**config.mk**
```make
export PLATFORM = sky130hd
export DESIGN_NAME = wb_port_arbiter
export DESIGN_NICKNAME = d
export VERILOG_FILES = /design/src/rtl/wb_port_arbiter.sv
export SDC_FILE = /design/constraint.sdc
export NUM_CORES = 1
export LEC_CHECK = 0
export CORE_MARGIN = 2
export CORE_UTILIZATION = 50
export CTS_BUF_LIST = sky130_fd_sc_hd__clkbuf_8
export CTS_CLUSTER_DIAMETER = 40
export DETAILED_ROUTE_END_ITERATION = 7
export PLACE_DENSITY = 0.94
export SLEW_MARGIN = 20
export SYNTH_ARGS = -nofsm -noshare
export SYNTH_HDL_FRONTEND = slang
export SYNTH_SLANG_ARGS = --single-unit
```
**constraint.sdc**
```tcl
create_clock -name CLK -period 4.8 [get_ports CLK]
set_input_delay 1.44 -clock CLK [delete_from_list [all_inputs] [get_ports CLK]]
set_output_delay 1.44 -clock CLK [all_outputs]
set_load 0.02 [all_outputs]
```
**src/rtl/wb_port_arbiter.sv**
```systemverilog
// Register-file write-port arbiter between writeback and the MDU, with a
// starvation guard and a pending-destination scoreboard for decode interlock.
module wb_port_arbiter #(
  parameter int unsigned STARVE_LIMIT = 4
) (
  input  logic        CLK,
  input  logic        RSTN,
  input  logic [4:0]  wb_rd,
  input  logic [31:0] wb_rd_data,
  input  logic        wb_rd_wen,
  output logic        wb_stall,
  input  logic        mdu_issue,
  input  logic [4:0]  mdu_issue_rd,
  input  logic        mdu_vld,
  input  logic [4:0]  mdu_rd,
  input  logic [31:0] mdu_data,
  output logic        mdu_rdy,
  output logic        rf_wen,
  output logic [4:0]  rf_waddr,
  output logic [31:0] rf_wdata,
  output logic [31:0] sb_busy,
  output logic        sb_err
);

  typedef enum logic [1:0] {IDLE, WAIT, FORCE} state_t;

  localparam logic [3:0] LIMIT_M1 = 4'(STARVE_LIMIT - 1);

  state_t      state, state_nxt;
  logic [3:0]  starve_cnt, cnt_nxt;
  logic        a_req, force_b, grant_a;
  logic [31:0] set_vec, clr_vec;
  logic        err_issue, err_waw;

  assign a_req   = wb_rd_wen && (wb_rd != 5'd0);
  assign force_b = (state == FORCE) && mdu_vld;
  assign grant_a = a_req && !force_b;

  always_ff @(posedge CLK or negedge RSTN) begin
    if (!RSTN) begin
      state      <= IDLE;
      starve_cnt <= '0;
    end else begin
      state      <= state_nxt;
      starve_cnt <= cnt_nxt;
    end
  end

  // A refusal can only happen in IDLE or WAIT; the IDLE refusal is counted
  // too, so STARVE_LIMIT refusals lead to FORCE (even for a limit of 1).
  always_comb begin
    state_nxt = state;
    cnt_nxt   = starve_cnt;
    mdu_rdy   = mdu_vld && (!a_req || force_b);
    wb_stall  = a_req && force_b;
    if (!mdu_vld || mdu_rdy) begin
      state_nxt = IDLE;
      cnt_nxt   = '0;
    end else if (starve_cnt == LIMIT_M1) begin
      state_nxt = FORCE;
      cnt_nxt   = '0;
    end else begin
      state_nxt = WAIT;
      cnt_nxt   = starve_cnt + 4'd1;
    end
  end

  always_ff @(posedge CLK or negedge RSTN) begin
    if (!RSTN) begin
      rf_wen   <= 1'b0;
      rf_waddr <= '0;
      rf_wdata <= '0;
    end else if (grant_a) begin
      rf_wen   <= 1'b1;
      rf_waddr <= wb_rd;
      rf_wdata <= wb_rd_data;
    end else if (mdu_rdy && (mdu_rd != 5'd0)) begin
      rf_wen   <= 1'b1;
      rf_waddr <= mdu_rd;
      rf_wdata <= mdu_data;
    end else begin
      rf_wen   <= 1'b0;
    end
  end

  // Set is applied after clear so a same-index issue wins over the retiring result.
  assign set_vec   = (mdu_issue && (mdu_issue_rd != 5'd0)) ? (32'd1 << mdu_issue_rd) : '0;
  assign clr_vec   = mdu_rdy ? (32'd1 << mdu_rd) : '0;
  assign err_issue = mdu_issue && (mdu_issue_rd != 5'd0) && sb_busy[mdu_issue_rd]
                     && !clr_vec[mdu_issue_rd];
  assign err_waw   = grant_a && sb_busy[wb_rd];

  always_ff @(posedge CLK or negedge RSTN) begin
    if (!RSTN) begin
      sb_busy <= '0;
      sb_err  <= 1'b0;
    end else begin
      sb_busy <= (sb_busy & ~clr_vec) | set_vec;
      if (err_issue || err_waw) sb_err <= 1'b1;
    end
  end

endmodule

```
==> results of run 1 <==
## cells in the mapped netlist (5+ instances only)
| library cell | count |
|---|---|
| nand3_1 | 8 |
| o31ai_1 | 5 |
| mux4_2 | 7 |
| buf_2 | 5 |
| nand2_1 | 65 |
| nor2b_1 | 7 |
| dfrtp_1 | 77 |
| clkbuf_1 | 23 |
| a221oi_1 | 6 |
| o22ai_1 | 5 |
| nand4_1 | 5 |
| nand2b_1 | 9 |
| mux2_2 | 10 |
| mux2i_1 | 42 |
| o21ai_0 | 95 |
| nor2_1 | 15 |
| a31oi_1 | 6 |
| nor3_1 | 5 |
## repair_timing
item	CTS	global route
buffers inserted	1	0
resized for setup	2	0
endpoints found under the setup margin	2	0
## final cells by class
class / count / area, µm²
Clock buffer: 10 / 138
Clock inverter: 5 / 76.3
Fill cell: 591 / 2040
Inverter: 4 / 15.0
Multi-Input combinational cell: 325 / 2140
Sequential cell: 77 / 1930
Tap cell: 105 / 131
Timing Repair Buffer: 174 / 1700
## flip-flops by register name (all words and copies together) (netlist names)
signal and cells:
rf_waddr 5, rf_wdata 32, sb_busy 32, state 2
sb_err 1, starve_cnt 4, rf_wen 1
## cells by family after synthesis
group                    count (synthesis)  synth area share
AND/OR/NAND/NOR                        132             0.152
XOR/XNOR                                 5            0.0105
multiplexers                            59             0.165
buffers and inverters                   33            0.0311
AO/OA/AOI/OAI                          128             0.178
adder cells (fa/ha/maj)                  1           0.00299
flip-flops                              77             0.461
## metal layers
layer,share of wire,global-route usage
met1,0.36,0.373
met2,0.48,0.532
met3,0.11,0.111
met5,0,0
met4,0.043,0.152
## stage by stage
step / power (W) / util / cell area (µm²) / worst slack (ns) / hold WS [ns]
after floorplan: 0.00117 / - / 4180 / 0.505 / 0.432
after global placement: 0.00153 / 0.724 / 5920 / -0.217 / 0.446
final: 0.00209 / 0.751 / 6140 / 0.0859 / 0.482
after global routing: 0.00218 / 0.751 / 6140 / 0.0184 / 0.497
after detailed placement: 0.00155 / 0.724 / 5920 / -0.266 / 0.475
after CTS: 0.00209 / 0.751 / 6140 / 0.0886 / 0.485
## worst paths after layout
check                              startpoint             to  slack (ns)  depth (start not counted)
worst min-delay path            starve_cnt[0]  starve_cnt[0]        0.48                          1
worst max-delay path                 wb_rd[2]        mdu_rdy        0.09                          6
max in group asynchronous                RSTN    rf_wdata[6]        2.95                          1
worst min register to register  starve_cnt[0]  starve_cnt[0]        0.48                          1
worst max register to register       state[0]         sb_err        2.47                          8
min in group asynchronous                RSTN       state[0]        1.24                          1
## worst max-delay path: cells and delay by family
| family | cells | cell delay (ns) |
|---|---|---|
| buffers and inverters | 3 | 0.91 |
| AO/OA/AOI/OAI | 1 | 0.19 |
| AND/OR/NAND/NOR | 2 | 0.73 |
## report_power, final
group	internal, W	switching (W)	total, W
combinational	0.000357	0.000348	0.000705
clock	0.000302	0.000234	0.000536
sequential	0.000745	0.000100	0.000846
total	0.00140	0.000683	0.00209
==> flow_metrics.tcl, run 1 <==
set metrics [dict create \
    netlist_instances 435 \
    hold_class "reg -> reg" \
    synthesis.area_um2 4180 \
    ant_nets 0 \
    setup_viol 0 \
    cp-end-kind "output port" \
    syn_to_final_growth_pct 46.7 \
    p_leak_nw 2.53 \
    dieArea_um2 9110 \
    cts_sinks 77 \
    slew_headroom 0.368 \
    htree_levels 3 \
    root_buffer "clkbuf_8" \
    synthFlopType "dfrtp_1" \
    slew_violations 0 \
    final_nets 676 \
    max_cap_viol_count 0 \
    hold_violations 0 \
    cts_buffers 9 \
    cp.arrival_ns 3.27 \
    outcome "finished clean" \
    finalNonFillerCells 700 \
    vias_per_cell 6.04 \
    yosysSeqAreaShare 0.461 \
    wl_mm 13.9 \
    rsz0062_at_grt "no" \
    tns_ns 0 \
    synth.largest_area_cell "dfrtp_1" \
    max-clock-path-buffers 2 \
    drt-initial-drc-count 321 \
    grt_overflow 0 \
    die_w_um 95.5 \
    max_stage_delay_ns 0.59 \
    drtPass1Iterations 6 \
    gp_congestion 1.03 \
    drive_gt1_frac 0.0975 \
    cts_tree "done" \
    yosysUniqueCellTypes 47 \
    num_antenna_cells 0 \
    max_freq_mhz 212 \
    p_per_area_nw_per_um2 340 \
    cpMaxStageDelayCell "or4_4" \
    fin_skew_ns 0.0123 \
    grt_usage 0.321 \
    async_flop_share 1.00 \
    wl_per_cell_um 19.9 \
    drc 0 \
    start_util 0.512 \
    grt_pass1_vias 4307 \
    vias 4225 \
    clock_latency_ns 0.35 \
    synth_edf_count 0 \
    final_common_cell "clkdlybuf4s50_1" \
    antenna_found_initial 0 \
    cts-hold-fix-buffers 0 \
    synth_top_area_frac 0.461 \
    fin_crit_sh 0.982 \
    layout_common_cells "clkdlybuf4s50_1 (153), o21ai_0 (94), dfrtp_1 (77)" \
    min_period_ns 4.71 \
    die_h_um 95.5 \
    clk_pin_slew_worst_paths_ns 0.07 \
    syn_nets 520 \
    crit_required_ns 3.36 \
    yosysWarnings 0 \
    syn_area_per_cell_um2 9.62 \
    grt_max_degree 78 \
    peakVddDrop_v 0.000186 \
    cp_cell_sequence "clkdlybuf4s50_1 > or4_4 > o211ai_1 > buf_4 > and2_1 > dlygate4sd2_1" \
    rows 33 \
    synthTopCellsByArea "dfrtp_1 (46%), o21ai_0 (11%), mux2i_1 (10%)" \
    grt_pass1_wl_mm 22.1 \
    synth-seq-cells 77 \
    io_buffer_count 156 \
    worstMarginPinSlew_ns 0.948 \
    worstPathMaxFanout 2 \
    ioPinCount 157 \
    critPathLaunchType "input pin" \
    dp_hpwl_mm 10.4 \
    crit_type "in -> out" \
    dp.cells 684 \
    core_um2 8180 \
]
(Power assumes the default switching activity.)
==> run 2: changes to the inputs <==
--- a/config.mk
+++ b/config.mk
@@ -6,11 +6,10 @@
 export NUM_CORES = 1
 export LEC_CHECK = 0
 export CORE_MARGIN = 2
-export CORE_UTILIZATION = 50
+export CORE_UTILIZATION = 46
 export CTS_BUF_LIST = sky130_fd_sc_hd__clkbuf_8
-export CTS_CLUSTER_DIAMETER = 40
 export DETAILED_ROUTE_END_ITERATION = 7
-export PLACE_DENSITY = 0.94
+export PLACE_DENSITY = 0.88
 export SLEW_MARGIN = 20
 export SYNTH_ARGS = -nofsm -noshare
 export SYNTH_HDL_FRONTEND = slang
==> constraint.sdc (replaced) <==
create_clock -name CLK -period 4.75 [get_ports CLK]
set_input_delay 1.425 -clock CLK [delete_from_list [all_inputs] [get_ports CLK]]
set_output_delay 1.425 -clock CLK [all_outputs]
set_load 0.02 [all_outputs]
==> run 2 against run 1 <==
  * Setup slack got worse by 0.029 ns
  * Critical path type unchanged
  * Routed wire length down 2.8%
  * Power increased by 3.2%
==> flow_metrics.tcl, run 2 (synthesis results as in run 1) <==
set metrics [dict create \
    whs_ns 0.458 \
    min_period_ns 4.69 \
    p_leak_nw 2.52 \
    reg_top3 "rf_wdata (32), sb_busy (32), rf_waddr (5)" \
    critPathLaunchType "input pin" \
    core_um2 8760 \
    antenna_found_initial 0 \
    cp.arrival_ns 3.27 \
    layout_common_cells "clkdlybuf4s50_1 (153), o21ai_0 (94), dfrtp_1 (77)" \
    hold_class "reg -> reg" \
    worstPathMaxFanout 6 \
    fin_crit_sh 0.988 \
    slew_violations 0 \
    max-clock-path-buffers 2 \
    cts_buffers 9 \
    ioPinCount 157 \
    final_common_cell "clkdlybuf4s50_1" \
    pwr-share-comb 0.331 \
    grt_pass1_wl_mm 21.7 \
    max_freq_mhz 213 \
    setup_viol 0 \
    dpl_cell_area_um2 5890 \
    grt_max_degree 78 \
    die_w_um 99.4 \
    cts_tree "done" \
    finalNonFillerCells 699 \
    grt_overflow 0 \
    outcome "finished clean" \
    start_util 0.477 \
    rsz0062_at_grt "no" \
    dp.cells 684 \
    hold_violations 0 \
    clock_latency_ns 0.35 \
    dp_hpwl_mm 9.94 \
    num_antenna_cells 0 \
    fin_skew_ns 0.00978 \
    cts-hold-fix-buffers 0 \
    fin_util 0.698 \
    max_stage_delay_ns 0.51 \
    worstMarginPinSlew_ns 0.956 \
    dieArea_um2 9870 \
    p_switching_w 0.000696 \
    drive_gt1_frac 0.0931 \
    io_buffer_count 156 \
    peakVddDrop_v 0.000193 \
    p_int_w 0.00146 \
    clk_pin_slew_worst_paths_ns 0.07 \
    p_per_area_nw_per_um2 352 \
    htree_levels 3 \
    max_cap_viol_count 0 \
    p_sw_frac 0.323 \
    cp-end-kind "output port" \
    vias 4148 \
    root_buffer "clkbuf_8" \
    cts_sinks 77 \
    grt_usage 0.281 \
    die_h_um 99.4 \
    vias_per_cell 5.93 \
    drtPass1Iterations 5 \
    gp_congestion 0.963 \
    pwr-share-clk 0.276 \
    rows 34 \
    postCtsSetupBuffers 0 \
    crit_required_ns 3.32 \
    cpMaxStageDelayCell "clkdlybuf4s50_1" \
    wl_per_cell_um 19.3 \
    drt-initial-drc-count 314 \
    stdcell_area_um2 6120 \
    ant_nets 0 \
    slew_headroom 0.363 \
    seqPwrFrac 0.393 \
    syn_to_final_growth_pct 46.3 \
    crit_type "in -> out" \
    cp_cell_sequence "clkdlybuf4s50_1 > or4_4 > o211ai_1 > and2_1 > dlygate4sd2_1" \
    wl_mm 13.5 \
    grt_pass1_vias 4211 \
    final_nets 672 \
    drc 0 \
]
## run 2: power groups by stage
stage	Clock, W	Combinational (W)	Sequential, W
after floorplan	0	0.000228	0.000953
after global routing	0.000633	0.000757	0.000860
after CTS	0.000604	0.000711	0.000846
after global placement	0	0.000694	0.000852
after detailed placement	0	0.000706	0.000857
final	0.000594	0.000712	0.000848
## run 2: layout make-up
class,count,area [µm²]
Multi-Input combinational cell,325,2140
Fill cell,682,2640
Timing Repair Buffer,170,1660
Clock inverter,6,113
Sequential cell,77,1930
Tap cell,108,135
Clock buffer,9,124
Inverter,4,15.0
## run 2: worst max-delay path, delay by kind of cell
| kind | cells | cell delay [ns] |
|---|---|---|
| AOI/OAI and AO/OA | 1 | 0.28 |
| buffers and inverters | 2 | 0.86 |
| and+or+nand+nor | 2 | 0.70 |
## run 2: stage by stage
| stage | worst slack [ns] | setup TNS, ns | total power, W |
|---|---|---|---|
| global route | 0.0389 | 0 | 0.00225 |
| floorplan | 0.485 | 0 | 0.00118 |
| global placement | -0.203 | -0.336 | 0.00155 |
| detailed placement | -0.191 | -0.322 | 0.00156 |
| finish | 0.0574 | 0 | 0.00215 |
| CTS | 0.0707 | 0 | 0.00216 |
## run 2: worst paths after layout
check                              start  cells after the start       endpoint  slack, ns
max reg2reg                     state[0]                      7         sb_err       2.50
max in group asynchronous           RSTN                      1     sb_busy[4]       2.90
min                        starve_cnt[0]                      1  starve_cnt[0]       0.46
min reg2reg                starve_cnt[0]                      1  starve_cnt[0]       0.46
max                             wb_rd[4]                      5        mdu_rdy       0.06
min in group asynchronous           RSTN                      1    sb_busy[15]       1.20
## run 2: per-layer routing
layer / track usage / up-vias / wire length, µm
met5: 0 / - / 0
met4: 0.105 / 0 / 434
met3: 0.100 / 39 / 1690
met2: 0.457 / 290 / 6510
met1: 0.345 / 1935 / 4880
li1: - / 1884 / -
## run 2: what timing repair did
| action | 4_1_cts | 5_1_grt |
|---|---|---|
| resized for setup | 2 | 0 |
| endpoints found under the hold margin | 0 | 0 |
| setup endpoints to repair | 2 | 0 |
==> run 3: changes to the inputs <==
==> constraint.sdc (replaced) <==
create_clock -name CLK -period 4.75 [get_ports CLK]
set_input_delay 1.425 -clock CLK [delete_from_list [all_inputs] [get_ports CLK]]
set_output_delay 1.425 -clock CLK [all_outputs]
set_load 0.05 [all_outputs]
==> run 3 against run 2 <==
  * Combinational power up 31%
  * Clock skew up 0.0018 ns
  * Via count up 1.5%
  * Non-clock buffer count unchanged
  * Critical path depth unchanged
  * Die area unchanged
  * Hold slack better by 0.034 ns
  * Sequential share of layout area up 0.23 points
  * Critical path type unchanged
  * Highest routed layer unchanged
==> flow_metrics.tcl, run 3 (synthesis results as in run 1) <==
set metrics [dict create \
    cp.arrival_ns 3.04 \
    clock_latency_ns 0.35 \
    slew_headroom 0.356 \
    hold_violations 0 \
    slew_violations 0 \
    crit_required_ns 3.32 \
    p_switching_w 0.000925 \
    max_stage_delay_ns 0.60 \
    ioPinCount 157 \
    r2r_end "sb_err" \
    whs_ns 0.492 \
    ant_nets 0 \
    max-clock-path-buffers 2 \
    die_w_um 99.4 \
    final_common_cell "clkdlybuf4s50_1" \
    grt_pass1_vias 4257 \
    pwr-share-comb 0.420 \
    peakVddDrop_v 0.000218 \
    die_h_um 99.4 \
    vias_per_cell 6.02 \
    drive_gt1_frac 0.0946 \
    cp_top_family "simple AND/OR/NAND/NOR gates" \
    cts_sinks 77 \
    r2r-start "state[0]" \
    p_sw_frac 0.416 \
    fin_skew_ns 0.0116 \
    reg2regPathDepth 7 \
    cp_cell_sequence "clkdlybuf4s50_1 > or4_4 > o211ai_1 > and2_1 > buf_12" \
    p_per_area_nw_per_um2 366 \
    rsz0062_at_grt "no" \
    worstMarginPinSlew_ns 0.967 \
    cts-hold-fix-buffers 0 \
    cts_buffers 9 \
    tns_ns 0 \
    rrSetupSlack_ns 2.52 \
    wl_mm 13.7 \
    postCtsSetupBuffers 0 \
    syn_to_final_growth_pct 45.2 \
    max_freq_mhz 224 \
    io_buffer_count 156 \
    crit_start "wb_rd[2]" \
    cpMaxStageDelayCell "or4_4" \
    cts_resized 0 \
    drtPass1Iterations 5 \
    dp_hpwl_mm 10.4 \
    drc 0 \
    root_buffer "clkbuf_8" \
    start_util 0.477 \
    grt_pass1_wl_mm 21.6 \
    crit_cells 5 \
    fin_crit_sh 0.939 \
    dieArea_um2 9870 \
    max_cap_viol_count 0 \
    crit_buf_inv 2 \
    setup_viol 0 \
    grt_usage 0.281 \
    reg_top3 "rf_wdata (32), sb_busy (32), rf_waddr (5)" \
    rows 34 \
    final_nets 672 \
    layout_common_cells "clkdlybuf4s50_1 (153), o21ai_0 (94), dfrtp_1 (77)" \
    cp-end-kind "output port" \
    outcome "finished clean" \
    worstPathMaxFanout 3 \
    critPathLaunchType "input pin" \
    min_period_ns 4.46 \
    cts_tree "done" \
    core_um2 8760 \
    drt-initial-drc-count 258 \
    num_antenna_cells 0 \
    wl_per_cell_um 19.6 \
    pwr-share-clk 0.196 \
    crit_type "in -> out" \
    antenna_found_initial 0 \
    grt_max_degree 78 \
    seqPwrFrac 0.384 \
    clk_pin_slew_worst_paths_ns 0.07 \
    grt_overflow 0 \
    crit_end "mdu_rdy" \
    vias 4212 \
    htree_levels 3 \
    p_int_w 0.00130 \
    gp_congestion 1.01 \
    hold_class "reg -> reg" \
    p_leak_nw 2.49 \
]
==> run 3: area by class of cell <==
cell class,count,area (µm²)
tap,108,135
sequential,77,1930
clock buffer,9,124
fill,664,2690
inverter,4,15.0
multi-input combinational,325,2140
clock inverter,7,45.0
timing repair buffer,170,1680
==> run 3: metal layers <==
metal	part of all wire	global-route usage	vias to the layer above
li1	-	-	1882
met1	0.36	0.330	2042
met2	0.50	0.474	257
met3	0.11	0.0914	31
met4	0.029	0.120	0
met5	0	0	-
==> run 3: power groups by stage <==
stage / Clock, W / Combinational (W) / Sequential, W
2_1_floorplan: 0 / 0.000229 / 0.00118
3_3_place_gp: 0 / 0.000917 / 0.000858
3_5_place_dp: 0 / 0.000931 / 0.000863
4_1_cts: 0.000444 / 0.000935 / 0.000851
5_1_grt: 0.000469 / 0.000978 / 0.000865
6_report: 0.000435 / 0.000933 / 0.000853
==> run 3: worst min-delay path by stage <==
| stage | startpoint | end | depth (start not counted) |
|---|---|---|---|
| after floorplan | starve_cnt[0] | starve_cnt[0] | 1 |
| after global placement | starve_cnt[0] | starve_cnt[0] | 1 |
| after detailed placement | starve_cnt[0] | starve_cnt[0] | 1 |
| after CTS | starve_cnt[0] | starve_cnt[0] | 1 |
| after global routing | starve_cnt[0] | starve_cnt[0] | 1 |
| final | starve_cnt[0] | starve_cnt[0] | 1 |
==> run 3: per-stage QoR <==
stage / setup slack (ns) / instance area [µm²] / total power, W / std cells / util
after floorplan: 0.288 / 4180 / 0.00141 / 435 / -
after global placement: 0.317 / 5910 / 0.00177 / 684 / 0.674
after detailed placement: 0.280 / 5910 / 0.00179 / 684 / 0.674
after CTS: 0.278 / 6070 / 0.00223 / 700 / 0.693
after global routing: 0.235 / 6070 / 0.00231 / 700 / 0.693
final: 0.288 / 6070 / 0.00222 / 700 / 0.693
